===== src/rtl/led_matrix_scan_ctrl_pkg.sv =====
// Shared types for the 8x8 LED matrix scan controller: frame storage layout,
// scan FSM states and the column-gather helper.
package led_matrix_pkg;

    localparam int ROWS = 8;
    localparam int COLS = 8;

    typedef logic [7:0] row_pat_t;
    typedef row_pat_t frame_t [ROWS];

    typedef enum logic {SCAN_BLANK, SCAN_DRIVE} scan_state_t;

    // Column pattern for scan row r: entry 0 of the frame lands on the MSB.
    function automatic row_pat_t column_of(input frame_t f, input logic [2:0] r);
        row_pat_t c;
        c = '0;
        for (int i = 0; i < ROWS; i++) begin
            c[COLS-1-i] = f[i][r];
        end
        return c;
    endfunction

endpackage


===== src/rtl/led_matrix_scan_ctrl_if.sv =====
// Bundle between a pattern producer (master) and the scan controller (slave):
// back-buffer write port, swap handshake and the matrix drive outputs.
interface led_matrix_scan_ctrl_if;
    import led_matrix_pkg::*;

    logic     wr_valid;
    logic     wr_ready;
    logic [2:0] wr_row;
    row_pat_t wr_data;
    logic     swap_req;
    logic     swap_ack;
    row_pat_t row;
    row_pat_t col;
    logic     frame_start;

    modport master (
        output wr_valid, wr_row, wr_data, swap_req,
        input  wr_ready, swap_ack, row, col, frame_start
    );

    modport slave (
        input  wr_valid, wr_row, wr_data, swap_req,
        output wr_ready, swap_ack, row, col, frame_start
    );

endinterface


===== src/rtl/led_matrix_scan_ctrl_timer.sv =====
// Dwell counter for the scan FSM: counts cycles in the current state and flags
// the last one; the caller reloads it on every state change.
module led_scan_timer #(
    parameter int TICKS = 1,
    localparam int W = $clog2(TICKS + 1)
) (
    input  logic         clk,
    input  logic         rst,
    input  logic         restart,
    input  logic [W-1:0] limit,
    output logic         done
);

    logic [W-1:0] cnt;

    assign done = (cnt == limit);

    always_ff @(posedge clk) begin
        if (rst || restart) begin
            cnt <= '0;
        end else begin
            cnt <= cnt + W'(1);
        end
    end

endmodule


===== src/rtl/led_matrix_scan_ctrl.sv =====
// 8x8 LED matrix scan controller: double-buffered frame store, blank/drive row
// scanning and frame-boundary bank swap.
module led_matrix_scan_ctrl
    import led_matrix_pkg::*;
#(
    parameter int DRIVE_TICKS = 27000,
    parameter int BLANK_TICKS = 270
) (
    input  logic                  clk,
    input  logic                  rst,
    led_matrix_scan_ctrl_if.slave bus
);

    localparam int MAX_TICKS = (DRIVE_TICKS > BLANK_TICKS) ? DRIVE_TICKS : BLANK_TICKS;
    localparam int TW        = $clog2(MAX_TICKS + 1);

    scan_state_t state, state_n;
    logic [2:0]  row_cnt, row_cnt_n;
    logic        front, front_n;
    logic        swap_pending, swap_pending_n;
    frame_t      bank [2];

    row_pat_t    row_q, row_n;
    row_pat_t    col_q, col_n;
    logic        swap_ack_q, swap_ack_n;
    logic        frame_start_q, frame_start_n;

    logic [TW-1:0] limit;
    logic          tmr_done;
    logic          wr_fire;

    led_scan_timer #(.TICKS(MAX_TICKS)) u_timer (
        .clk     (clk),
        .rst     (rst),
        .restart (tmr_done),
        .limit   (limit),
        .done    (tmr_done)
    );

    assign limit = (state == SCAN_BLANK) ? TW'(BLANK_TICKS - 1) : TW'(DRIVE_TICKS - 1);

    // The swap_ack cycle still counts as busy so the producer resumes one
    // cycle after it sees the acknowledge.
    assign bus.wr_ready    = !rst && !swap_pending && !swap_ack_q;
    assign wr_fire         = bus.wr_valid && bus.wr_ready;

    assign bus.row         = row_q;
    assign bus.col         = col_q;
    assign bus.swap_ack    = swap_ack_q;
    assign bus.frame_start = frame_start_q;

    always_comb begin
        state_n        = state;
        row_cnt_n      = row_cnt;
        front_n        = front;
        swap_pending_n = swap_pending || bus.swap_req;
        swap_ack_n     = 1'b0;
        frame_start_n  = 1'b0;

        if (tmr_done) begin
            case (state)
                SCAN_BLANK: begin
                    state_n       = SCAN_DRIVE;
                    frame_start_n = (row_cnt == 3'd0);
                end
                SCAN_DRIVE: begin
                    state_n   = SCAN_BLANK;
                    row_cnt_n = row_cnt + 3'd1;
                    // A request arriving on the flip cycle opens the next swap
                    // rather than merging into the one completing now.
                    if (row_cnt == 3'd7 && swap_pending) begin
                        front_n        = !front;
                        swap_pending_n = bus.swap_req;
                        swap_ack_n     = 1'b1;
                    end
                end
                default: state_n = SCAN_BLANK;
            endcase
        end

        row_n = '0;
        col_n = '0;
        if (state_n == SCAN_DRIVE) begin
            row_n = row_pat_t'(1) << row_cnt_n;
            col_n = column_of(bank[front_n], row_cnt_n);
        end
    end

    always_ff @(posedge clk) begin
        if (rst) begin
            state         <= SCAN_BLANK;
            row_cnt       <= 3'd0;
            front         <= 1'b0;
            swap_pending  <= 1'b0;
            row_q         <= '0;
            col_q         <= '0;
            swap_ack_q    <= 1'b0;
            frame_start_q <= 1'b0;
            for (int b = 0; b < 2; b++) begin
                for (int r = 0; r < ROWS; r++) begin
                    bank[b][r] <= '0;
                end
            end
        end else begin
            state         <= state_n;
            row_cnt       <= row_cnt_n;
            front         <= front_n;
            swap_pending  <= swap_pending_n;
            row_q         <= row_n;
            col_q         <= col_n;
            swap_ack_q    <= swap_ack_n;
            frame_start_q <= frame_start_n;
            if (wr_fire) begin
                bank[!front][bus.wr_row] <= bus.wr_data;
            end
        end
    end

endmodule

===== src/flat_wrapper.sv =====
// flat-port wrapper written by rule: the top's interface ports become plain ports
module led_matrix_scan_ctrl_flat import led_matrix_pkg::*;
#(
    parameter int DRIVE_TICKS = 27000,
    parameter int BLANK_TICKS = 270
)
  (clk, rst, bus_wr_valid, bus_wr_row, bus_wr_data, bus_swap_req, bus_wr_ready, bus_swap_ack, bus_row, bus_col, bus_frame_start);
  led_matrix_scan_ctrl_if bus_i ();
  input  logic clk;
  input  logic rst;
  input wire logic [$bits(bus_i.wr_valid)-1:0] bus_wr_valid;
  input wire logic [$bits(bus_i.wr_row)-1:0] bus_wr_row;
  input wire logic [$bits(bus_i.wr_data)-1:0] bus_wr_data;
  input wire logic [$bits(bus_i.swap_req)-1:0] bus_swap_req;
  output wire logic [$bits(bus_i.wr_ready)-1:0] bus_wr_ready;
  output wire logic [$bits(bus_i.swap_ack)-1:0] bus_swap_ack;
  output wire logic [$bits(bus_i.row)-1:0] bus_row;
  output wire logic [$bits(bus_i.col)-1:0] bus_col;
  output wire logic [$bits(bus_i.frame_start)-1:0] bus_frame_start;
  assign bus_i.wr_valid = bus_wr_valid;
  assign bus_i.wr_row = bus_wr_row;
  assign bus_i.wr_data = bus_wr_data;
  assign bus_i.swap_req = bus_swap_req;
  assign bus_wr_ready = bus_i.wr_ready;
  assign bus_swap_ack = bus_i.swap_ack;
  assign bus_row = bus_i.row;
  assign bus_col = bus_i.col;
  assign bus_frame_start = bus_i.frame_start;
  led_matrix_scan_ctrl #(.DRIVE_TICKS(DRIVE_TICKS), .BLANK_TICKS(BLANK_TICKS)) u_core (.clk(clk), .rst(rst), .bus(bus_i));
endmodule

===== config.mk =====
export PLATFORM = sky130hd
export DESIGN_NAME = led_matrix_scan_ctrl_flat
export DESIGN_NICKNAME = d
export VERILOG_FILES = /design/src/rtl/led_matrix_scan_ctrl_pkg.sv /design/src/rtl/led_matrix_scan_ctrl_if.sv /design/src/rtl/led_matrix_scan_ctrl_timer.sv /design/src/rtl/led_matrix_scan_ctrl.sv /design/src/flat_wrapper.sv
export SDC_FILE = /design/constraint.sdc
export NUM_CORES = 1
export LEC_CHECK = 0
export ABC_AREA = 1
export BUFFER_PORTS_ARGS = -buffer_cell sky130_fd_sc_hd__buf_2
export CAP_MARGIN = 40
export CORE_MARGIN = 2
export CORE_UTILIZATION = 49
export CTS_BUF_LIST = sky130_fd_sc_hd__clkbuf_4 sky130_fd_sc_hd__clkbuf_8 sky130_fd_sc_hd__clkbuf_16
export CTS_CLUSTER_DIAMETER = 60
export CTS_CLUSTER_SIZE = 8
export DETAILED_ROUTE_END_ITERATION = 10
export PLACE_DENSITY_LB_ADDON = 0.25
export SYNTH_ARGS = -nofsm -noshare
export SYNTH_HDL_FRONTEND = slang
export SYNTH_SLANG_ARGS = --single-unit

===== constraint.sdc =====
create_clock -name clk -period 2 [get_ports clk]
set_input_delay 0.2 -clock clk [delete_from_list [all_inputs] [get_ports clk]]
set_output_delay 0.2 -clock clk [all_outputs]
set_load 0.05 [all_outputs]

After elaboration in Yosys (flattened, before gate mapping)
Memories as Yosys holds them, arrays and structs flattened.
Cells that the tools add are included.
- flip-flop bits (word level): 39
- bits in writable memories: 128
- bits of input ports: 15
- output and inout port bits: 19
- word-level logic and storage cells: 76
- memories kept: 1
- memory list (name ; depth ; width ; rd ports ; clocked after memory_dff ; wr ports ; line ; source):
    u_core.bank ; 2 ; 64 ; 1 ; 0 ; 2 ; led_matrix_scan_ctrl.sv:21 ; frame_t bank [2];
- add/sub/neg operators: 2
- magnitude comparators: 3
- equal/unequal tests: 2
- shift-type cells: 1
- mux-type cells: 38
- bitwise gates (word level): 4
- reductions and logical operators: 16
- operators by type and width (kind ; count):
    $mux W64 ; 3
    $reduce_or A64 Y1 ; 1
    $bmux W1 S3 ; 8
    $demux W8 S3 ; 1
    $mux W1 ; 21
    $add A15 B1 Y15 const B ; 1
    $eq A15 B15 Y1 ; 1
    $mux W15 ; 1
    $mux W8 ; 1
    $shl A1 B3 Y8 const A ; 1
    $mux W3 ; 2
    $reduce_or A3 Y1 ; 2
    $logic_and A1 B1 Y1 ; 5
    $ge A4 B4 Y1 const B ; 1
    $logic_not A1 Y1 ; 4
    $lt A3 B4 Y1 const B ; 1
    $lt A4 B1 Y1 const B ; 1
    $not A3 Y4 ; 1
    $add A3 B1 Y3 const B ; 1
    $eq A3 B3 Y1 const B ; 1
    $logic_not A3 Y1 ; 1
    $not A1 Y1 ; 3
    $logic_or A1 B1 Y1 ; 2
    $pmux W1 S2 ; 1
    $reduce_or A2 Y1 ; 1

Depth between registers and ports, before layout
- depth in word-level cells: 9
- mapped depth: 16
- gate-level depth less buffers: 15

Hierarchy
Synthesis repeated with hierarchy kept, for this count alone.
- cells, all modules: 888
- area total of the unflattened synthesis: 7932.6 µm²
- modules (own cells, without submodules) (module ; times used ; cells each ; area each (µm²) ; seq. area each (µm²)):
    led_matrix_scan_ctrl ; 1 ; 725 ; 6956.7 ; 4324.1
    led_scan_timer ; 1 ; 163 ; 975.9 ; 300.3

Least setup slack after synthesis
OpenSTA, ideal clock, no wires.
- kind: flip-flop to flip-flop
- start point: register u_core.swap_ack_q (netlist: u_core.bus.swap_ack)
- end point: memory u_core.bank[0][0] (netlist name), enable pin
- library setup time: 329 ps
- arrival: 2817 ps
- required time: 1671 ps
- slack: -1146 ps
- cell stages (with the launch flop): 6
- buffers on the path: 0
- clock period less this slack: 3146 ps
- cell sequence: dfxtp_1 nor3_1 nand2_1 nor2_2 nand2_1 nand2_1
- RTL lines (item ; line ; source):
    from (decl) ; led_matrix_scan_ctrl.sv:25 ; logic swap_ack_q, swap_ack_n;
    from (signal assigned) ; led_matrix_scan_ctrl.sv:111 ; swap_ack_q <= swap_ack_n;
    to (decl) ; led_matrix_scan_ctrl.sv:21 ;

Worst setup path after layout
- start point: register u_core.row_cnt[0]
- end point: register u_core.col_q[6] (netlist: u_core.bus.col[6])
- word-level cells in the longest chain between the ends: 8
- elaborated cells on any way between the ends: 11
- those cells by class: 1 x add/sub; 1 x eq/ne; 7 x mux; 1 x reduce/logical; 1 x memory
- RTL lines (item ; line ; source):
    from (decl) ; led_matrix_scan_ctrl.sv:18 ; logic [2:0] row_cnt, row_cnt_n;
    from (signal assigned) ; led_matrix_scan_ctrl.sv:106 ; row_cnt <= row_cnt_n;
    $eq A3 B3 Y1 ; led_matrix_scan_ctrl.sv:71 ; if (row_cnt == 3'd7 && swap_pending) begin
    $logic_and A1 B1 Y1 ; led_matrix_scan_ctrl.sv:71 ;
    $mux W1 ; led_matrix_scan_ctrl.sv:71 ;
    $mux W1 ; led_matrix_scan_ctrl.sv:61 ; case (state)
    $mux W1 ; led_matrix_scan_ctrl.sv:60 ; if (tmr_done) begin
    $mem_v2 Z2 W64 ; n/a ;
    $bmux W1 S3 (*) ; led_matrix_scan_ctrl_pkg.sv:18 ; c[COLS-1-i] = f[i][r];
    $mux W1 (not written as such) (*) ; led_matrix_scan_ctrl_pkg.sv:18 ;
    to (signal assigned) ; led_matrix_scan_ctrl.sv:110 ; col_q <= col_n;
    to (decl) ; led_matrix_scan_ctrl.sv:24 ; row_pat_t col_q, col_n;
Mark *: on every way between the ends. The rest lies on a longest branch, timed or not. The select of a mux whose other input is x is not followed.
A chain may end at the register's enable or synchronous reset.

==> out/results.ini <==
[placement]
dpl.cell_count=1075
hpwl_mm=13.12
place.port_buffers=33
place_congestion=0.8647

[run_status]
status=finished, violations left
violations=negative setup slack

[floorplan]
ios=34
row_count=45
core_sq_mm=0.01509
die_x_um=128.0
initial_core_util_pct=49.91
die-area_sq_mm=0.01638
fp.dieH_um=128.0

[worst_hold_path]
hold_start=bus_swap_req
worstHoldPathType=input pin to flip-flop

[synth]
synth_area_sq_mm=0.007531
synth_cell_types=34
syn_avg_cell_area_sq_um=9.240
synthAdderAreaFrac_pct=0.8307
syn_nets=835
syn_inst=815
muxShareOfSynthArea_pct=0
synth_seq_cells=167
synth_simple_gate_area_share_pct=30.24
synth_top_family_by_area=simple AND/OR/NAND/NOR gates
yosys_warnings=0
synth_xor_area_share_pct=0.6978
synth-compound-area-share_pct=2.475
yosysSeqAreaShare_pct=61.41

[route]
dr_total_vias=6175
drt-total-wl_mm=20.25
ant_nets=0
vias_per_cell=5.508
drt_first_pass_iters=7
wl_per_cell_um=18.06
drtIter0Drc=528
drc=0

[critical_path]
startpoint_type=flip-flop
crit_type=flip-flop to flip-flop
end_kind=flip-flop
path_cells=ha_2, ha_2, nand3_4, xor2_2, nand3_4, clkbuf_16, nand3_1, nand2_1, nand2_1, nand2_1, o21ai_1, nand2_1
worstPathArrival_ns=2.40
cpMaxStageDelayCell=dfxtp_2
crit_path_max_fanout=20
cp-startpoint=u_core.row_cnt[0]$_SDFF_PP0_
cp_common_cell=nand2_1
worst_ep_required_time_ns=2.31
slowest_delay_ns=0.33
worstReg2RegStart=u_core.row_cnt[0]$_SDFF_PP0_

[layout]
final_common_cell=nand2_1
layout_common_cells=nand2_1 (258), edfxtp_1 (128), nor2_1 (116), nand3_1 (77), buf_4 (63)
final.fill_count=1218
num-nets-final=940
area_growth_syn_to_layout_pct=25.34
fin_cells=1121
drive_gt1_share_pct=24.22
n_antenna_cell=0

[power_and_ir_drop]
ir_drop_mv=0.6232
p_leak_uw=0.004133
p_total_uw=7578
pwr_density_cell_mw_per_mm2=802.8

[cts]
clock-root-buffer=clkbuf_16
clkTransAtPathRegs_ns=0.07
cts_sinks=167
h-tree-depth=4
clock_tree.buffer_depth=2
cts_tree=yes
insertion_delay_ns=0.43
cts_inserted_buffers=17

[sta]
clock.fmax_mhz=478.9
rsz0062_at_grt=true
fin_worst_skew_ns=0.007588
setup_viol=8
fin_worst_hold_slack_ns=0.01786
fin_crit_sh_pct=104.4
setup_slack_ns=-0.08800
hold_violations=0
layout_min_cycle_time_ns=2.088
tightest_slew_ns=0.7302
maxSlewHeadroom_pct=51.14
slew_viol_final=0

[job]
max-cap-violations=0

[grt]
grt_max_degree=41
gr-total-overflow=0
first_global_vias=6026
grt_antenna_before_repair=0
grt_usage_pct=25.23
grt_pass1_wl_mm=31.12

==> cell usage after synthesis (all sizes together) <==
master,instances,area (sq um)
nand3,87,450.4
o21bai,1,7.510
buf,17,121.4
nor2,133,553.0
o31ai,1,7.510
or2,2,12.51
ha,5,62.56
o21ai,23,118.9
inv,36,135.1
nor4,5,31.28
nor3b,4,30.03
clkinv,8,30.03
dfxtp,39,780.8
xor2,5,43.79
a31oi,1,6.260
nor3,14,70.07
clkbuf,11,41.29
edfxtp,128,3844
nand4,3,18.77
xnor2,1,8.760
a21oi,7,46.30
nand2,284,1111
==> routing by layer <==
| layer | wire length (um) | vias up | global-route usage [%] |
|---|---|---|---|
| met4 | 441 | 0 | 9.438 |
| li1 | - | 2902 | - |
| met5 | 0 | - | 0 |
| met1 | 8462 | 2929 | 33.47 |
| met3 | 1626 | 42 | 4.341 |
| met2 | 9720 | 302 | 41.87 |
==> cell families (layout without fill, tap and decap cells) <==
logic type,count (synthesis),after routing
and+or+nand+nor,532,532
adders and majority gates,5,5
buffers and inverters,72,190
xor gates and xnor gates,6,6
AOI/OAI and AO/OA,33,33
DFF,167,167
==> sequential cells by signal, summed over array words and instances (netlist names) <==
register,flops
u_core.u_timer.cnt,15
u_core.state,1
u_core.bus.row,8
u_core.bank,128
u_core.swap_pending,1
u_core.front,1
u_core.bus.swap_ack,1
u_core.bus.col,8
u_core.row_cnt,3
u_core.bus.frame_start,1
==> worst max-delay path, delay by kind of cell (launching register included) <==
family | cells | cell delay, ns
AO/OA/AOI/OAI | 1 | 0.12
XOR/XNOR | 1 | 0.21
buffers and inverters | 1 | 0.26
flip-flops | 1 | 0.33
adder cells (fa/ha/maj) | 2 | 0.36
AND/OR/NAND/NOR | 7 | 0.68
==> area by class of cell <==
type	instances	area, sq um	area share (%)
repair buffers	114	987.2	10.46
flip-flops and latches	167	4642	49.18
inverters	44	165.2	1.750
multi-input cells	576	2810	29.77
clock inverters	12	145.1	1.538
clock buffers	20	454.2	4.812
well taps	188	235.2	2.492
==> final timing paths <==
check,to,slack (ns),cells after the start
min,u_core.swap_pending$_SDFF_PP0_,0.02,3
max,u_core.bus.col[6]$_SDFF_PP0_,-0.09,12
max reg2reg,u_core.bus.col[6]$_SDFF_PP0_,-0.09,12
min reg2reg,u_core.u_timer.cnt[14]$_SDFF_PP0_,0.52,2
==> power breakdown <==
part	switching, uW	internal [uW]	total, uW
Combinational	252	93.7	346
Sequential	47.7	3880	3930
Clock	1380	1920	3300
Total	1680	5900	7580
==> what timing repair did <==
| action | in CTS | in global routing |
|---|---|---|
| buffers inserted | 7 | 4 |
| hold buffers | 0 | 0 |
| setup endpoints to repair | 16 | 18 |
| gates resized for setup | 15 | 26 |
| pin swaps | 12 | 7 |
| cloned | 0 | 3 |
==> metrics by stage <==
stage          setup TNS, ns  util [%]  area, sq um  worst slack (ns)
6_report             -0.3597     62.55         9439          -0.08800
3_3_place_gp         -0.4498     56.40         8511          -0.07412
2_1_floorplan         -1.296         -         7646          -0.02039
3_5_place_dp          -1.493     56.40         8511           -0.1318
5_1_grt               -1.240     62.55         9439           -0.1758
4_1_cts             -0.02713     61.12         9223          -0.01876
(Power assumes the default switching activity.)
